<file path="config.mk">
export PLATFORM = sky130hd
export DESIGN_NAME = mdu_arbiter
export DESIGN_NICKNAME = d
export VERILOG_FILES = /design/src/rtl/mdu_arbiter.sv
export SDC_FILE = /design/constraint.sdc
export NUM_CORES = 1
export LEC_CHECK = 0
export BUFFER_PORTS_ARGS = -buffer_cell sky130_fd_sc_hd__buf_2
export CORE_ASPECT_RATIO = 0.6
export CORE_MARGIN = 3
export CORE_UTILIZATION = 30
export DETAILED_ROUTE_END_ITERATION = 16
export PLACE_DENSITY = 0.67
export SYNTH_ARGS = -nofsm -noshare
export SYNTH_HDL_FRONTEND = slang
export SYNTH_SLANG_ARGS = --single-unit
</file>
<file path="constraint.sdc">
create_clock -name clk -period 5.6 [get_ports clk]
set_input_delay 0.56 -clock clk [delete_from_list [all_inputs] [get_ports clk]]
set_output_delay 0.56 -clock clk [all_outputs]
set_load 0.005 [all_outputs]
</file>
<file path="src/rtl/mdu_arbiter.sv">
// mdu_arbiter -- two-port round-robin front end for a shared multi-cycle
// multiply/divide unit, and owner of the architectural {HI,LO} register.
//
// Ports:
//   clk, rst            clock; asynchronous active-high reset
//   flush               aborts an operation still in EXEC
//   req_valid[1:0]      per-requester request; held until req_ready
//   req_op0/1, req_a0/1, req_b0/1   per-requester op code and operands
//   req_ready[1:0]      one-hot accept, combinational, IDLE only
//   resp_valid[1:0]     one-cycle completion pulse to the owning requester
//   hilo                architectural {HI,LO}
//   mdu_op, mdu_reg1, mdu_reg2, mdu_hilo, mdu_flush   drive the shared unit
//   mdu_ret             unit result, captured on the last EXEC cycle
//
// Optional build macro: MDU_DIV0_SHORTCUT_EN -- DIV/DIVU with b==0 skips the
// unit and completes 2 cycles after accept with hilo = {a, 32'hFFFF_FFFF}.

package mdu_pkg;
  typedef enum logic [3:0] {
    OP_MULT  = 4'd0, OP_MULTU = 4'd1, OP_MADD = 4'd2, OP_MADDU = 4'd3,
    OP_MSUB  = 4'd4, OP_MSUBU = 4'd5, OP_DIV  = 4'd6, OP_DIVU  = 4'd7,
    OP_NOP   = 4'd8
  } oper_t;
endpackage

module mdu_arbiter
  import mdu_pkg::*;
#(
  parameter int MUL_LAT = 2,
  parameter int DIV_LAT = 36
) (
  input  logic        clk,
  input  logic        rst,
  input  logic        flush,
  input  logic [1:0]  req_valid,
  input  logic [2:0]  req_op0,
  input  logic [2:0]  req_op1,
  input  logic [31:0] req_a0,
  input  logic [31:0] req_b0,
  input  logic [31:0] req_a1,
  input  logic [31:0] req_b1,
  output logic [1:0]  req_ready,
  output logic [1:0]  resp_valid,
  output logic [63:0] hilo,
  output oper_t       mdu_op,
  output logic [31:0] mdu_reg1,
  output logic [31:0] mdu_reg2,
  output logic [63:0] mdu_hilo,
  output logic        mdu_flush,
  input  logic [63:0] mdu_ret
);

  localparam int MAX_LAT = (MUL_LAT > DIV_LAT) ? MUL_LAT : DIV_LAT;
  localparam int CNT_W   = (MAX_LAT > 1) ? $clog2(MAX_LAT) : 1;
  localparam logic [CNT_W-1:0] MUL_LOAD = CNT_W'(MUL_LAT - 1);
  localparam logic [CNT_W-1:0] DIV_LOAD = CNT_W'(DIV_LAT - 1);

  typedef enum logic [1:0] {IDLE, EXEC, DONE} state_t;

  state_t           state_reg;
  logic [CNT_W-1:0] cnt_reg;
  logic [63:0]      hilo_reg;
  oper_t            mdu_op_reg;
  logic [31:0]      mdu_reg1_reg;
  logic [31:0]      mdu_reg2_reg;
  logic             last_grant_reg;  // index of the requester granted last
  logic             owner_reg;
`ifdef MDU_DIV0_SHORTCUT_EN
  logic             div0_reg;
  logic [31:0]      div0_hi_reg;
`endif

  // Round-robin pick: a lone requester always wins; on contention the one
  // not granted last wins.
  logic [1:0] grant;
  always_comb begin
    grant = req_valid;
    if (req_valid == 2'b11)
      grant = last_grant_reg ? 2'b01 : 2'b10;
  end

  // rst is gated in so nothing can look accepted while reset is held.
  assign req_ready = (state_reg == IDLE && !flush && !rst) ? grant : 2'b00;

  logic        accept;
  logic        sel;
  logic [2:0]  sel_op;
  logic [31:0] sel_a;
  logic [31:0] sel_b;
  logic        sel_is_div;
  logic        shortcut;

  assign accept     = |req_ready;
  assign sel        = req_ready[1];
  assign sel_op     = sel ? req_op1 : req_op0;
  assign sel_a      = sel ? req_a1  : req_a0;
  assign sel_b      = sel ? req_b1  : req_b0;
  assign sel_is_div = sel_op[2] & sel_op[1];

`ifdef MDU_DIV0_SHORTCUT_EN
  assign shortcut = sel_is_div && (sel_b == 32'd0);
`else
  assign shortcut = 1'b0;
`endif

  always_ff @(posedge clk or posedge rst) begin
    if (rst) begin
      state_reg      <= IDLE;
      cnt_reg        <= '0;
      hilo_reg       <= '0;
      mdu_op_reg     <= OP_NOP;
      mdu_reg1_reg   <= '0;
      mdu_reg2_reg   <= '0;
      last_grant_reg <= 1'b1;
      owner_reg      <= 1'b0;
`ifdef MDU_DIV0_SHORTCUT_EN
      div0_reg       <= 1'b0;
      div0_hi_reg    <= '0;
`endif
    end else begin
      case (state_reg)
        IDLE: begin
          if (accept) begin
            owner_reg      <= sel;
            last_grant_reg <= sel;
            state_reg      <= EXEC;
            if (shortcut) begin
              // One EXEC cycle with the unit left idle gives the 2-cycle
              // accept-to-response latency.
              cnt_reg <= '0;
`ifdef MDU_DIV0_SHORTCUT_EN
              div0_reg    <= 1'b1;
              div0_hi_reg <= sel_a;
`endif
            end else begin
              mdu_op_reg   <= oper_t'({1'b0, sel_op});
              mdu_reg1_reg <= sel_a;
              mdu_reg2_reg <= sel_b;
              cnt_reg      <= sel_is_div ? DIV_LOAD : MUL_LOAD;
`ifdef MDU_DIV0_SHORTCUT_EN
              div0_reg     <= 1'b0;
`endif
            end
          end
        end
        EXEC: begin
          if (flush) begin
            // Abort: hilo untouched, no response.
            state_reg    <= IDLE;
            cnt_reg      <= '0;
            mdu_op_reg   <= OP_NOP;
            mdu_reg1_reg <= '0;
            mdu_reg2_reg <= '0;
          end else if (cnt_reg == '0) begin
`ifdef MDU_DIV0_SHORTCUT_EN
            hilo_reg <= div0_reg ? {div0_hi_reg, 32'hFFFF_FFFF} : mdu_ret;
`else
            hilo_reg <= mdu_ret;
`endif
            state_reg    <= DONE;
            mdu_op_reg   <= OP_NOP;
            mdu_reg1_reg <= '0;
            mdu_reg2_reg <= '0;
          end else begin
            cnt_reg <= cnt_reg - 1'b1;
          end
        end
        // hilo is already committed, so flush here does not cancel the pulse.
        DONE:    state_reg <= IDLE;
        default: state_reg <= IDLE;
      endcase
    end
  end

  // DONE lasts exactly one cycle, so decoding it gives a one-cycle pulse.
  genvar gi;
  generate
    for (gi = 0; gi < 2; gi++) begin : g_resp
      assign resp_valid[gi] = (state_reg == DONE) && (owner_reg == 1'(gi));
    end
  endgenerate

  assign hilo      = hilo_reg;
  assign mdu_hilo  = hilo_reg;
  assign mdu_op    = mdu_op_reg;
  assign mdu_reg1  = mdu_reg1_reg;
  assign mdu_reg2  = mdu_reg2_reg;
  assign mdu_flush = flush | rst;

endmodule

</file>
## Yosys cells after proc, flatten, opt, wreduce, memory -nomap -nowiden

Cells that the tools add are included.

- Register bits after elaboration: 142
- Input port bits: 203
- Output and inout bits: 201
- Word-level logic and storage cells: 59

- Add/sub/neg operators: 1
- Equality and inequality tests: 6
- Mux-type cells: 25
- Bitwise operators: 4
- Reduce and logical (&&, ||, !) cells: 15

Operator list:

| cell | number |
|---|---|
| 32-bit 2-to-1 mux | 6 |
| 32-bit one-hot mux with 2 select lines | 2 |
| 6-bit 2-to-1 mux | 4 |
| 2-bit 2-to-1 mux | 6 |
| 4-bit 2-to-1 mux | 3 |
| 6-bit one-hot mux with 2 select lines | 1 |
| 3-bit AND reduction | 3 |
| 4-bit one-hot mux with 2 select lines | 1 |
| 6-bit logical NOT | 1 |
| 3-bit inequality test, second input constant | 2 |
| 6-bit by 1-bit subtractor with 6-bit output, second input constant | 1 |
| 2-bit equality test, second input constant | 2 |
| 1-bit logical AND | 4 |
| 2-bit one-hot mux with 2 select lines | 1 |
| 2-bit AND reduction | 2 |
| 3-bit 2-to-1 mux | 1 |
| 2-bit by 1-bit equality test with 1-bit output, second input constant | 1 |
| 1-bit logical NOT | 2 |
| 2-bit logical NOT | 1 |
| 2-bit inequality test, second input constant | 1 |
| 1-bit NOT | 2 |
| 2-bit nonzero test | 1 |
| 2-bit OR reduction | 1 |
| 1-bit bitwise AND | 1 |
| 1-bit bitwise OR | 1 |

## Depth between registers and ports, before layout

- Depth in word-level cells: 9
- Mapped depth: 7
- Mapped depth without buffers: 6

## Worst setup path before layout

Ideal clock, no wire load.

- Path type: input port to output port
- From: input flush
- To: output req_ready[1]
- Arrival time: 1.442 ns
- Setup slack: 3.598 ns
- Cell stages on the path: 4
- Path buffers: 1
- Cell sequence: nor4_1 -> nand2_1 -> clkbuf_1 -> inv_1

- Word-level cells in the longest chain between the ends: 4

RTL lines:

| element | line | text |
|---|---|---|
| start, declared | 34 | `input logic flush,` |
| 1-bit logical NOT | 83 | `assign req_ready = (state_reg == IDLE && !flush && !rst) ? grant : 2'b00;` |
| 1-bit logical AND (2 in series) | 83 |  |
| 2-bit 2-to-1 mux | 83 |  |
| end, declared | 42 | `output logic [1:0] req_ready,` |

Every way passes these cells.

## Worst setup path after layout

- From: register state_reg[1]
- To: output req_ready[1]

- Word-level cells in the longest chain between the ends: 4

RTL lines:

| element | line | text |
|---|---|---|
| start, declared | 60 | `state_t state_reg;` |
| start signal, assigned | 108 | `state_reg <= IDLE;` |
| start signal, assigned | 126 | `state_reg <= EXEC;` |
| start signal, assigned | 149 | `state_reg <= IDLE;` |
| 2-bit logical NOT | 83 |  |
| 1-bit logical AND (2 in series) | 83 |  |
| 2-bit 2-to-1 mux | 83 |  |

Every way passes these cells.

==> qor.txt <==
Worst slew margin: 42.59%
share of the synthesized area in the top cell type: 53.57%
via count: 5326
startpoint types: flip-flop
flops & latches, synth: 142
Data required, critical path: 5.04 ns
Final ANT Viol Nets: 0
gr usage total: 15.49%
vias in the first global route: 5139
part of the power in combinational logic: 32.6%
critical path peak fanout: 17
wire per inst: 16.75 µm
Clk Latency, worst-skew pair: 0.42 ns
post-synthesis sequential area ratio: 54.37%
net load switching power: 1.378 mW
I/O Buffers: 403
launching point of the worst reg2reg path: state_reg[1]
FF-to-FF path depth: 4
hold crit path type: in2async
largest net degree at the start of global routing: 85
Initial Util: 30.87%
max reg flops: 64
Finish-stage setup viols: 0
maximum clock path buffer count: 2
clock network fraction of design power: 28.8%
Clock transition at path regs: 0.06 ns
outcome: finished, final reports clean
Synth area leader: dfrtp_1
CTS tree: yes
First-pass DRT Iterations: 5
share of cells above drive strength 1: 55.79%
Final min period: 2.930 ns
Post-CTS Resized: 0
final hold vios: 0
clk sink count: 142
max capacitance violation total: 0
Primary FF master, synth: dfrtp_1
Syn Inst Count: 510
initial antenna violation count: 1
drc violations: 0
Worst Hold Slack: 0.3268 ns
RSZ-0062 raised after global routing: no
Layout area overhead: 37.44%
cts hold-fix bufs: 0
Detailed Route WL: 19010 µm
post-synth net total: 715
Setup Buffers After CTS: 0
total gr overflow: 0
Root Driver: clkbuf_16
Worst setup startpoint: state_reg[1]
CP endpoint kind: output pin
Inst Count DP: 1103
clk_skew: 0.01217 ns
r2r setup slk: 2.90 ns
DIE HEIGHT: 120.4 µm
htree depth: 4
Sum Neg Setup Slack: 0 ns
setup ws final: 2.670 ns
Post-Syn Area per Cell: 12.82 µm²
VDD IR-drop max: 0.2397 mV
Leak Pwr: 4.985 nW
Fill cells: 2050
synth top area cells: dfrtp_1 (54%), o2bb2ai_1 (9.0%), buf_4 (7.8%)
post-synthesis async set-or-reset flop share: 100.0%
Sw Share: 31.45%
YS warnings: 0
first-pass GRT wire length: 28640 µm
Core Area: 21190 µm²
iteration-0 DRC count of the detailed router: 268
fin cells: 1135
internal power: 3.003 mW
pwr/cell area: 487.4 nW/µm²
area of the mapped netlist: 6540 µm²
DP HPWL: 14210 µm
Power Total: 4.381 mW
number of synthesized flops with an enable pin: 0
final slew viol count: 0
post-synth cell types: 41
crit path DAT: 2.37 ns
DR vias/cell: 4.693
worst slew pin tran: 0.8586 ns
placement row count: 41
gpl congestion: 0.8157
Chip Width: 196.6 µm
number of CTS-inserted buffers: 17
io pins: 404
pre-CTS WS: 2.786 ns
Tcrit/Tclk final: 52.33%
Sequential Power Share: 38.6%
Final nets: 1048
die area: 23670 µm²
critical path class: reg2out
highest clock rate: 341.3 MHz
cell families after synthesis:
kind of cell / share of synthesized area [%]
simple gates: 2.793
fa+ha+maj: 0.3826
flops: 54.37
compound gates: 14.83
buf+inv: 10.81
mux: 16.68
xor+xnor: 0.1339
worst max-delay path, cell delays in order (launching register included):
cell     delay [ns]
dfrtp_1        0.51
nor4_1         0.67
nand2_2        0.51
inv_1          0.14
buf_2          0.12
path summary, 6_finish.rpt:
kind                                     end
worst max register to register      hilo[38]
worst min-delay path              cnt_reg[3]
worst min register to register     mdu_op[3]
min in group clk                    hilo[18]
worst max-delay path            req_ready[1]
max in group asynchronous           hilo[51]
synth_stat cells, types with 2 or more instances:
library cell  count
clkbuf_1         15
ha_1              2
nand3_1           2
nand2_1           8
buf_6             4
mux2i_1          37
o21ai_0           4
a211oi_1          2
nor3_1            6
mux2_1           39
a21boi_0          2
o2bb2ai_1        67
dfrtp_1         140
buf_4            68
inv_1            12
nor2_1            6
nand2b_1          2
mux2_2           25
dfstp_2           2
a21oi_1           3
o22ai_1           3
a22oi_1          31
or2_2             2
or3_1             2
buf_2            10
power by group through the flow:
stage | logic (mW) | registers, mW | clock network [mW]
global placement | 1.43 | 1.70 | 0
global route | 1.57 | 1.75 | 1.35
floorplan | 0.919 | 1.71 | 0
detailed placement | 1.45 | 1.70 | 0
CTS | 1.45 | 1.69 | 1.30
finish | 1.43 | 1.69 | 1.26
stage by stage:
| step | instance area (µm²) | util [%] |
|---|---|---|
| 3_3_place_gp | 8327 | 39.30 |
| 5_1_grt | 8989 | 42.43 |
| 6_report | 8989 | 42.43 |
| 4_1_cts | 8986 | 42.41 |
| 2_1_floorplan | 6540 | - |
| 3_5_place_dp | 8327 | 39.30 |
cell type report:
type	instances	area (µm²)	area share [%]
clock buffer	19	452.9	5.039
multi-input combinational	259	2295	25.53
timing repair buffer	411	2077	23.11
clock inverter	12	206.4	2.297
antenna	1	2.502	0.02784
tap	279	349.1	3.884
inverter	12	50.05	0.5568
sequential	142	3556	39.56
placed cells by master (no fill, tap or decap), types with 2 or more instances in the layout:
master,count
dfrtp_1,140
a21oi_1,3
nor3_1,6
nand2_1,7
dfstp_2,2
clkinv_4,3
nor2_1,6
inv_1,11
o2bb2ai_1,67
o22ai_1,3
a22oi_1,31
ha_1,2
o21ai_0,4
or2_2,2
buf_4,8
a211oi_1,2
clkbuf_16,17
mux2i_1,37
buf_2,403
bufinv_16,5
mux2_1,39
nand3_1,2
clkbuf_8,2
or3_1,2
nand2b_1,2
a21boi_2,2
inv_6,3
mux2_2,25
per-layer routing:
metal | part of all wire, % | track usage, %
met1 | 41 | 19.73
met2 | 48 | 24.47
met3 | 8.7 | 5.569
met4 | 1.5 | 5.427
met5 | 0 | 0
Power figures use the tool's default switching activity.
